--- src/rtl/cpu_run_ctrl.sv ---
// -----------------------------------------------------------------------------
// cpu_run_ctrl
//
// Run controller for the lab CPU. One start pulse performs a full sequence:
//   1. LOAD  : accept a program image over a valid/ready stream and write it
//              into instruction memory, one word per accepted beat.
//   2. RESET : hold the CPU's active-low reset for RST_CYCLES cycles.
//   3. RUN   : release the CPU and count cycles until it halts or the cycle
//              budget MAX_CYCLES is used up.
//   4. DONE  : put the CPU back into reset (freezing it) and hold the status
//              (result word, cycle count, timeout and truncation flags).
//
// Ports
//   clk           in   system clock, rising edge
//   rst           in   synchronous active-high reset
//   start         in   single-cycle pulse, honoured in IDLE or DONE only
//   load_valid    in   program word available
//   load_ready    out  word accepted this cycle (combinational)
//   load_data     in   program word
//   load_last     in   final word of the image
//   im_we         out  instruction-memory write enable (combinational)
//   im_addr       out  instruction-memory write address (combinational)
//   im_wdata      out  instruction-memory write data (combinational)
//   cpu_rst_n     out  active-low CPU reset (registered)
//   cpu_halt      in   CPU halt indication, looked at in RUN only
//   cpu_data      in   CPU result bus, captured when RUN ends
//   busy          out  sequence in progress (LOAD, RESET, RUN)
//   done          out  sequence finished (DONE)
//   timeout       out  RUN ended on the cycle budget
//   load_trunc    out  memory filled before load_last was seen
//   words_loaded  out  number of words written (ADDR_W+1 bits)
//   cycle_count   out  number of RUN cycles executed
//   result        out  cpu_data captured on the RUN exit cycle
// -----------------------------------------------------------------------------
module cpu_run_ctrl #(
   parameter int unsigned ADDR_W     = 8,
   parameter int unsigned DATA_W     = 32,
   parameter int unsigned RST_CYCLES = 2,
   parameter int unsigned MAX_CYCLES = 50,
   parameter int unsigned CNT_W      = 16
) (
   input  logic              clk,
   input  logic              rst,
   input  logic              start,
   input  logic              load_valid,
   output logic              load_ready,
   input  logic [DATA_W-1:0] load_data,
   input  logic              load_last,
   output logic              im_we,
   output logic [ADDR_W-1:0] im_addr,
   output logic [DATA_W-1:0] im_wdata,
   output logic              cpu_rst_n,
   input  logic              cpu_halt,
   input  logic [DATA_W-1:0] cpu_data,
   output logic              busy,
   output logic              done,
   output logic              timeout,
   output logic              load_trunc,
   output logic [ADDR_W:0]   words_loaded,
   output logic [CNT_W-1:0]  cycle_count,
   output logic [DATA_W-1:0] result
);

   // --------------------------------------------------------------------------
   // State encoding
   // --------------------------------------------------------------------------
   localparam logic [2:0] ST_IDLE  = 3'd0;
   localparam logic [2:0] ST_LOAD  = 3'd1;
   localparam logic [2:0] ST_RESET = 3'd2;
   localparam logic [2:0] ST_RUN   = 3'd3;
   localparam logic [2:0] ST_DONE  = 3'd4;

   // The reset-hold counter only has to reach RST_CYCLES-1.
   localparam int unsigned RCNT_W = (RST_CYCLES > 1) ? $clog2(RST_CYCLES) : 1;

   localparam logic [RCNT_W-1:0] RCNT_LAST  = RCNT_W'(RST_CYCLES - 1);
   localparam logic [CNT_W-1:0]  CYC_BUDGET = CNT_W'(MAX_CYCLES);
   localparam logic [ADDR_W-1:0] ADDR_TOP   = '1;

   // --------------------------------------------------------------------------
   // Registers
   // --------------------------------------------------------------------------
   logic [2:0]        state_q,     state_d;
   logic [ADDR_W:0]   words_q,     words_d;
   logic [CNT_W-1:0]  cyc_q,       cyc_d;
   logic [RCNT_W-1:0] rcnt_q,      rcnt_d;
   logic              timeout_q,   timeout_d;
   logic              trunc_q,     trunc_d;
   logic [DATA_W-1:0] result_q,    result_d;
   logic              cpu_rst_n_q, cpu_rst_n_d;
   logic              busy_q,      busy_d;
   logic              done_q,      done_d;

   // A word moves only in LOAD; rst suppresses the handshake so no write is
   // issued in the cycle that reset is applied.
   logic xfer;

   // --------------------------------------------------------------------------
   // Load handshake and memory write port (combinational)
   // --------------------------------------------------------------------------
   always_comb begin
      load_ready = (state_q == ST_LOAD) && !rst;
      xfer       = load_ready && load_valid;
      im_we      = xfer;
      im_addr    = words_q[ADDR_W-1:0];
      im_wdata   = load_data;
   end

   // --------------------------------------------------------------------------
   // Next-state logic
   // --------------------------------------------------------------------------
   always_comb begin
      state_d   = state_q;
      words_d   = words_q;
      cyc_d     = cyc_q;
      rcnt_d    = rcnt_q;
      timeout_d = timeout_q;
      trunc_d   = trunc_q;
      result_d  = result_q;

      case (state_q)
         ST_IDLE, ST_DONE: begin
            // Starting a new sequence clears the run status; the previous
            // result stays visible until the next run overwrites it.
            if (start) begin
               state_d   = ST_LOAD;
               words_d   = '0;
               cyc_d     = '0;
               timeout_d = 1'b0;
               trunc_d   = 1'b0;
            end
         end

         ST_LOAD: begin
            if (xfer) begin
               words_d = words_q + (ADDR_W+1)'(1);
               if (load_last) begin
                  state_d = ST_RESET;
                  rcnt_d  = '0;
               end else if (words_q[ADDR_W-1:0] == ADDR_TOP) begin
                  // Last memory slot written without load_last: stop
                  // accepting and flag the image as truncated.
                  state_d = ST_RESET;
                  rcnt_d  = '0;
                  trunc_d = 1'b1;
               end
            end
         end

         ST_RESET: begin
            if (rcnt_q == RCNT_LAST) begin
               state_d = ST_RUN;
            end else begin
               rcnt_d = rcnt_q + RCNT_W'(1);
            end
         end

         ST_RUN: begin
            // The exiting cycle is counted too, so a halt on the Nth RUN
            // cycle reports N. Halt is tested first so it wins over budget.
            cyc_d = cyc_q + CNT_W'(1);
            if (cpu_halt) begin
               state_d   = ST_DONE;
               timeout_d = 1'b0;
               result_d  = cpu_data;
            end else if (cyc_d == CYC_BUDGET) begin
               state_d   = ST_DONE;
               timeout_d = 1'b1;
               result_d  = cpu_data;
            end
         end

         default: begin
            state_d = ST_IDLE;
         end
      endcase
   end

   // --------------------------------------------------------------------------
   // Registered status outputs, decoded from the next state so they line up
   // with state_q after the edge.
   // --------------------------------------------------------------------------
   always_comb begin
      cpu_rst_n_d = (state_d == ST_RUN);
      busy_d      = (state_d == ST_LOAD) || (state_d == ST_RESET) ||
                    (state_d == ST_RUN);
      done_d      = (state_d == ST_DONE);
   end

   // --------------------------------------------------------------------------
   // Sequential state
   // --------------------------------------------------------------------------
   always_ff @(posedge clk) begin
      if (rst) begin
         state_q     <= ST_IDLE;
         words_q     <= '0;
         cyc_q       <= '0;
         rcnt_q      <= '0;
         timeout_q   <= 1'b0;
         trunc_q     <= 1'b0;
         result_q    <= '0;
         cpu_rst_n_q <= 1'b0;
         busy_q      <= 1'b0;
         done_q      <= 1'b0;
      end else begin
         state_q     <= state_d;
         words_q     <= words_d;
         cyc_q       <= cyc_d;
         rcnt_q      <= rcnt_d;
         timeout_q   <= timeout_d;
         trunc_q     <= trunc_d;
         result_q    <= result_d;
         cpu_rst_n_q <= cpu_rst_n_d;
         busy_q      <= busy_d;
         done_q      <= done_d;
      end
   end

   // --------------------------------------------------------------------------
   // Output assignments
   // --------------------------------------------------------------------------
   always_comb begin
      cpu_rst_n    = cpu_rst_n_q;
      busy         = busy_q;
      done         = done_q;
      timeout      = timeout_q;
      load_trunc   = trunc_q;
      words_loaded = words_q;
      cycle_count  = cyc_q;
      result       = result_q;
   end

endmodule

--- config.mk ---
export PLATFORM = sky130hd
export DESIGN_NAME = cpu_run_ctrl
export DESIGN_NICKNAME = d
export VERILOG_FILES = /design/src/rtl/cpu_run_ctrl.sv
export SDC_FILE = /design/constraint.sdc
export NUM_CORES = 1
export LEC_CHECK = 0
export BUFFER_PORTS_ARGS = -buffer_cell sky130_fd_sc_hd__buf_4
export CAP_MARGIN = 0
export CELL_PAD_IN_SITES_DETAIL_PLACEMENT = 2
export CELL_PAD_IN_SITES_GLOBAL_PLACEMENT = 2
export CORE_UTILIZATION = 25
export CTS_CLUSTER_SIZE = 30
export DETAILED_ROUTE_END_ITERATION = 10
export PLACE_DENSITY_LB_ADDON = 0.08
export SKIP_CTS_REPAIR_TIMING = 1
export SLEW_MARGIN = 30
export SYNTH_ARGS = -nofsm -noshare
export SYNTH_HDL_FRONTEND = slang
export SYNTH_SLANG_ARGS = --single-unit
--- constraint.sdc ---
create_clock -name clk -period 2.4 [get_ports clk]
set_input_delay 0.36 -clock clk [delete_from_list [all_inputs] [get_ports clk]]
set_output_delay 0.36 -clock clk [all_outputs]
set_load 0.05 [all_outputs]
==> impl_metrics.py, run 1 <==
metrics = {
    "logic_synthesis": {
        "yosys.area.top_type": "dfxtp_1",
        "synthArstFlopShare_pct": 0,
        "avgSynthCellArea_um2": 7.86,
        "yosys_warnings": 0,
        "yosysUniqueCellTypes": 50,
        "synth_area_leaders": "dfxtp_1 (29%), o211ai_2 (8.2%), a311o_1 (7.0%), buf_4 (6.5%), nor2_1 (5.5%)",
        "netlist_area_um2": 4600,
        "synth_nets": 658,
        "seq_area_frac_synth_pct": 28.7,
        "synthCells": 585,
        "synth_top_area_share_pct": 28.7,
        "synth-edff-count": 0,
        "ys.flop_type": "dfxtp_1",
        "ys_ff_latch": 66,
    },
    "run": {
        "cap_violations": 0,
    },
    "min_path": {
        "hold_start": "start",
        "holdCritPathClass": "in2reg",
        "min_delay_worst_endpoint": "state_q[2]",
        "hold_depth": 2,
    },
    "placement": {
        "dp.final_hpwl_um": 11100,
        "dpl-instance-area_um2": 5600,
        "gp_congestion": 0.735,
        "placedCellCount": 873,
        "numPortBuffers": 109,
    },
    "floorplan": {
        "die_w_um": 138,
        "rows": 49,
        "ioPinCount": 174,
        "core_um2": 18000,
        "dieArea_um2": 18900,
        "start_util_pct": 25.5,
        "dieHeight_um": 138,
    },
    "critical_path": {
        "slowest_delay_ns": 0.36,
        "rr_worst_depth": 10,
        "r2r-end": "result[7]",
        "critPathKind": "reg2reg",
        "crit_required_ns": 2.67,
        "cp.arrival_ns": 2.56,
        "path_max_fanout": 7,
        "critPathSlowestCell": "or3_1",
        "crit_chain": "buf_4, nand4_1, nor4_4, buf_4, or3_1, a211oi_4, buf_4, nand3_2, buf_4, o211ai_2",
        "endpoint_kind": "register",
        "startpoint": "cycle_count[0]",
        "startpoint_type": "register",
        "reg2reg_slack_ns": 0.11,
        "r2r-start": "cycle_count[0]",
        "crit_path_frequent_cell": "buf_4",
    },
    "global_route": {
        "grt_usage_pct": 17.5,
        "grt_overflow": 0,
        "grt_max_degree": 100,
        "grt_pass1_wl_um": 25700,
        "antenna_found_initial": 0,
        "grt_pass1_vias": 4937,
    },
    "detailed_routing": {
        "num_vias": 4628,
        "ant_nets": 0,
        "drt-wirelength-per-cell_um": 18.3,
        "vias_per_cell": 5.19,
        "first_pass_iters": 4,
        "first_iter_violations": 167,
        "wl_um": 16300,
        "drc": 0,
    },
    "pwr": {
        "seq_power_share_pct": 39.9,
        "leakage_nw": 2.43,
        "power_frac_comb_pct": 9.4,
        "clockPowerShare_pct": 50.6,
        "internal_power_mw": 2.06,
        "p_per_area_nw_per_um2": 466,
        "switching_power_mw": 0.715,
        "ir_drop_uv": 310,
        "p_sw_share_pct": 25.7,
    },
    "clock_network": {
        "path_clk_slew_ns": 0.06,
        "clockBufferDepth": 2,
        "cts_tree": "done",
        "clkLatencyLatePin_ns": 0.35,
        "cts-root-buf": "clkbuf_16",
        "clock-sinks": 66,
        "htree_num_levels": 3,
        "cts_buffers": 9,
    },
    "sta": {
        "grt_setup_unrepaired": "no",
        "drv_slew": 0,
        "slew_headroom_pct": 64.1,
        "fmax_mhz": 437,
        "hold_viol": 0,
        "clock_skew_ns": 0.00770,
        "worstMarginPinSlew_ns": 0.539,
        "min_period_over_period_pct": 95.4,
        "period_minus_slack_ns": 2.29,
        "whs_ns": 0.221,
        "setup_viol": 0,
    },
    "layout": {
        "final_nets": 730,
        "instances_no_fill": 891,
        "final_cell_area_um2": 5960,
        "multi_input_area_um2": 2750,
        "area_delta_synth_final_pct": 29.5,
        "n_antenna_cell": 0,
        "nFillCells": 2111,
        "ff_latch_area_um2": 1340,
        "drive_gt1_share_pct": 34.0,
    },
    "status": {
        "status": "finished clean",
    },
}
## worst max-delay path, delay by kind of cell, from the launching register on
| family | cells | cell delay (ns) |
|---|---|---|
| AO/OA/AOI/OAI | 2 | 0.48 |
| buffers and inverters | 4 | 0.66 |
| flip-flops | 1 | 0.35 |
| AND/OR/NAND/NOR | 4 | 0.72 |
## cell families after synthesis
group / after synthesis / synth area share, %
buffers and inverters: 100 / 12.4
adder cells (fa/ha/maj): 3 / 0.816
AND/OR/NAND/NOR: 245 / 27.3
XOR/XNOR: 6 / 1.14
multiplexers: 2 / 0.462
flip-flops: 66 / 28.7
AO/OA/AOI/OAI: 163 / 29.2
## area by class of cell
class	count	area share (%)
multi-input combinational	419	46.1
clock inverter	5	0.861
timing repair buffer	155	21.1
tap	229	4.81
inverter	6	0.378
sequential	66	22.5
clock buffer	11	4.24
## layout by cell type, fill, tap and decap left out, types with 2 or more instances in the layout
| cell | Yosys | final |
|---|---|---|
| o211ai_1 | 3 | 3 |
| dfxtp_2 | 0 | 7 |
| a311oi_1 | 5 | 5 |
| a311o_1 | 32 | 32 |
| xor2_1 | 5 | 5 |
| clkbuf_8 | 0 | 2 |
| and2_1 | 5 | 4 |
| o211ai_2 | 30 | 30 |
| or3_1 | 3 | 3 |
| buf_4 | 40 | 147 |
| buf_12 | 0 | 7 |
| nor2b_1 | 34 | 34 |
| nand3_1 | 11 | 10 |
| inv_1 | 5 | 5 |
| a22oi_1 | 3 | 3 |
| nor3b_1 | 6 | 6 |
| dfxtp_1 | 66 | 56 |
| dfxtp_4 | 0 | 3 |
| nor3_1 | 10 | 9 |
| nand4_1 | 5 | 5 |
| clkbuf_16 | 0 | 9 |
| ha_1 | 3 | 2 |
| a31oi_1 | 36 | 36 |
| o21ai_0 | 19 | 19 |
| o211a_1 | 2 | 2 |
| a21o_1 | 2 | 2 |
| a31o_2 | 2 | 2 |
| nor2_1 | 67 | 67 |
| nand3_2 | 1 | 2 |
| nand3b_1 | 4 | 4 |
| clkinv_2 | 0 | 3 |
| nand2_1 | 52 | 52 |
| and3_1 | 7 | 7 |
| nor4_1 | 3 | 3 |
| a21oi_1 | 21 | 21 |
| nand2b_1 | 33 | 33 |
| o2bb2ai_1 | 2 | 2 |
## per-stage QoR
step | power [mW] | setup slack [ns] | utilization [%] | setup TNS, ns
final | 2.78 | 0.110 | 33.0 | 0
after global placement | 1.39 | -0.129 | 31.1 | -2.32
after detailed placement | 1.40 | -0.157 | 31.1 | -3.12
after CTS | 2.84 | -0.170 | 32.8 | -3.48
after global routing | 2.90 | 0.00696 | 33.0 | 0
after floorplan | 1.43 | 0.0284 | - | 0
## registers in the layout (all words and copies together), names as in the netlist
name / cells
state_q: 3
cpu_rst_n: 1
words_loaded: 9
load_trunc: 1
done: 1
timeout: 1
result: 32
busy: 1
rcnt_q: 1
cycle_count: 16
## synthesized netlist by cell type (2+ instances only)
library cell	number
a21o_1	2
a21oi_1	21
a22oi_1	3
a311o_1	32
a311oi_1	5
a31o_2	2
a31oi_1	36
and2_1	5
and3_1	7
buf_2	14
buf_4	40
buf_6	3
clkbuf_1	34
clkbuf_2	2
dfxtp_1	66
ha_1	3
inv_1	5
nand2_1	52
nand2b_1	33
nand3_1	11
nand3b_1	4
nand4_1	5
nor2_1	67
nor2b_1	34
nor3_1	10
nor3b_1	6
nor4_1	3
o211a_1	2
o211ai_1	3
o211ai_2	30
o21ai_0	19
o2bb2ai_1	2
or3_1	3
xor2_1	5
## power by group through the flow
stage	Sequential, mW	Clock (mW)	Combinational (mW)
global route	1.11	1.50	0.285
CTS	1.11	1.46	0.268
finish	1.11	1.41	0.262
global placement	1.13	0	0.261
detailed placement	1.13	0	0.267
floorplan	1.15	0	0.275
## worst max-delay path by stage
stage | end | slack [ns] | depth (start not counted)
after global routing | result[1] | 0.007 | 10
final | result[7] | 0.11 | 10
after CTS | result[12] | -0.17 | 10
after global placement | result[13] | -0.13 | 10
after detailed placement | result[28] | -0.16 | 10
after floorplan | done | 0.03 | 9
## per-layer routing
layer | vias to the layer above | routed length [um] | track usage [%]
li1 | 2209 | - | -
met1 | 2301 | 7230 | 21.0
met2 | 111 | 8150 | 31.6
met3 | 7 | 771 | 3.83
met4 | 0 | 110 | 3.85
met5 | - | 0 | 0
Power figures use the tool's default switching activity.
==> inputs of run 2 (changes only) <==
--- a/config.mk
+++ b/config.mk
@@ -9,7 +9,7 @@
 export CAP_MARGIN = 0
 export CELL_PAD_IN_SITES_DETAIL_PLACEMENT = 2
 export CELL_PAD_IN_SITES_GLOBAL_PLACEMENT = 2
-export CORE_UTILIZATION = 25
+export CORE_UTILIZATION = 27
 export CTS_CLUSTER_SIZE = 30
 export DETAILED_ROUTE_END_ITERATION = 10
 export PLACE_DENSITY_LB_ADDON = 0.08
==> constraint.sdc (replaced) <==
create_clock -name clk -period 2.12 [get_ports clk]
set_input_delay 0.318 -clock clk [delete_from_list [all_inputs] [get_ports clk]]
set_output_delay 0.318 -clock clk [all_outputs]
set_load 0.05 [all_outputs]
==> run 2 against run 1 <==
  * The run now ends with negative setup slack left
  * Power increased by 13%
  * Fmax up 4.1%
  * Sequential power grew 13%
  * Clock-buffer cell count unchanged
  * Die area fell by 7.3%
  * Design area grew 6.7%
  * Sequential cell count unchanged
  * First-iteration DRC count grew 19%
  * Largest power group unchanged
  * Highest routed layer unchanged
==> impl_metrics.py, run 2 (synthesis results as in run 1) <==
metrics = {
    "status": {
        "violations": "negative setup slack",
        "status": "finished with violations",
    },
    "placement": {
        "numPortBuffers": 109,
        "dp.final_hpwl_um": 11200,
        "gp_congestion": 0.784,
    },
    "layout": {
        "area_delta_synth_final_pct": 38.2,
        "most-common-layout-cells": "buf_4 (158), nor2_1 (67), nand2_1 (51), dfxtp_1 (51), a31oi_1 (36)",
        "drive_gt1_share_pct": 38.8,
        "n_antenna_cell": 0,
        "final_nets": 751,
        "largest_reg_flops": 32,
        "final_common_cell": "buf_4",
        "utilization_pct": 38.3,
    },
    "sta": {
        "fmax_mhz": 455,
        "final.setup.worst_slack_ns": -0.0795,
        "drv_slew": 0,
        "setup_viol": 35,
        "worstMarginPinSlew_ns": 0.646,
        "hold_viol": 0,
        "whs_ns": 0.179,
        "slew_headroom_pct": 56.8,
        "grt_setup_unrepaired": "yes",
        "period_minus_slack_ns": 2.20,
        "clock_skew_ns": 0.00596,
        "min_period_over_period_pct": 104,
    },
    "detailed_routing": {
        "first_pass_iters": 4,
        "drt-wirelength-per-cell_um": 18.9,
        "drc": 0,
        "num_vias": 4734,
        "wl_um": 17100,
        "vias_per_cell": 5.24,
        "first_iter_violations": 199,
        "ant_nets": 0,
    },
    "floorplan": {
        "ioPinCount": 174,
        "rows": 47,
        "start_util_pct": 27.7,
        "die_w_um": 133,
        "core_um2": 16600,
        "dieArea_um2": 17600,
        "dieHeight_um": 133,
    },
    "critical_path": {
        "path_buf_inv": 2,
        "crit_required_ns": 2.34,
        "startpoint_type": "register",
        "critPathKind": "reg2reg",
        "path_max_fanout": 11,
        "cp.arrival_ns": 2.42,
        "critPathTopFamily": "compound AO/OA/AOI/OAI gates",
        "slowest_delay_ns": 0.37,
        "crit_chain": "ha_4, nor3b_1, a31oi_1, a2111oi_4, buf_4, and2_4, clkbuf_16, a311o_1, o211ai_2",
        "critPathSlowestCell": "dfxtp_4",
        "endpoint_kind": "register",
    },
    "clock_network": {
        "path_clk_slew_ns": 0.06,
        "clockBufferDepth": 2,
        "cts-root-buf": "clkbuf_16",
        "cts_tree": "done",
        "htree_num_levels": 3,
        "clkLatencyLatePin_ns": 0.34,
        "clock-sinks": 66,
        "cts_buffers": 9,
    },
    "global_route": {
        "grt_max_degree": 54,
        "grt_overflow": 0,
        "grt_pass1_wl_um": 26700,
        "grt_usage_pct": 18.9,
        "grt_pass1_vias": 5018,
        "antenna_found_initial": 0,
    },
    "pwr": {
        "p_per_area_nw_per_um2": 492,
        "ir_drop_uv": 348,
        "leakage_nw": 2.63,
    },
    "run": {
        "cap_violations": 0,
    },
    "min_path": {
        "holdCritPathClass": "in2reg",
    },
}
## run 2: routing by layer
layer  vias up  part of all wire [%]  track usage (%)
li1       2254                     -                -
met1      2365                    45             23.5
met2        93                    50             32.5
met3        22                   3.5             3.95
met4         0                   1.2             5.94
met5         -                     0                0
## run 2: final cells by class
class	count	area [um2]
tap	220	275
sequential	66	1360
fill	1871	10200
clock buffer	11	253
inverter	6	26.3
timing repair buffer	176	1500
clock inverter	5	51.3
multi-input combinational	419	2890
## run 2: worst register-to-register path, cell delays in order, from the launching register on
cell,delay (ns)
dfxtp_4,0.37
ha_4,0.18
nor3b_1,0.25
a31oi_1,0.13
a2111oi_4,0.28
buf_4,0.18
and2_4,0.23
clkbuf_16,0.20
a311o_1,0.17
o211ai_2,0.09
## run 2: final timing paths
| path | start | endpoint | slack (ns) | cells after the start |
|---|---|---|---|---|
| hold reg to reg | words_loaded[8] | words_loaded[8] | 0.51 | 2 |
| setup reg to reg | cycle_count[0] | result[5] | -0.08 | 9 |
| hold / removal | start | state_q[2] | 0.18 | 2 |
| setup / recovery | cycle_count[0] | result[5] | -0.08 | 9 |
## run 2: stage by stage
stage	cells	instance area (um2)	setup TNS, ns	setup slack [ns]	power, mW
floorplan	585	4770	-3.33	-0.106	1.61
global placement	868	5710	-13.38	-0.392	1.57
detailed placement	868	5710	-15.00	-0.428	1.58
CTS	884	6010	-16.04	-0.451	3.19
global route	903	6360	-5.08	-0.180	3.25
finish	903	6360	-1.73	-0.0795	3.13
## run 2: power breakdown
part           switching (mW)  internal (mW)
clock network           0.607          0.970
registers              0.0101           1.24
logic                   0.180          0.121
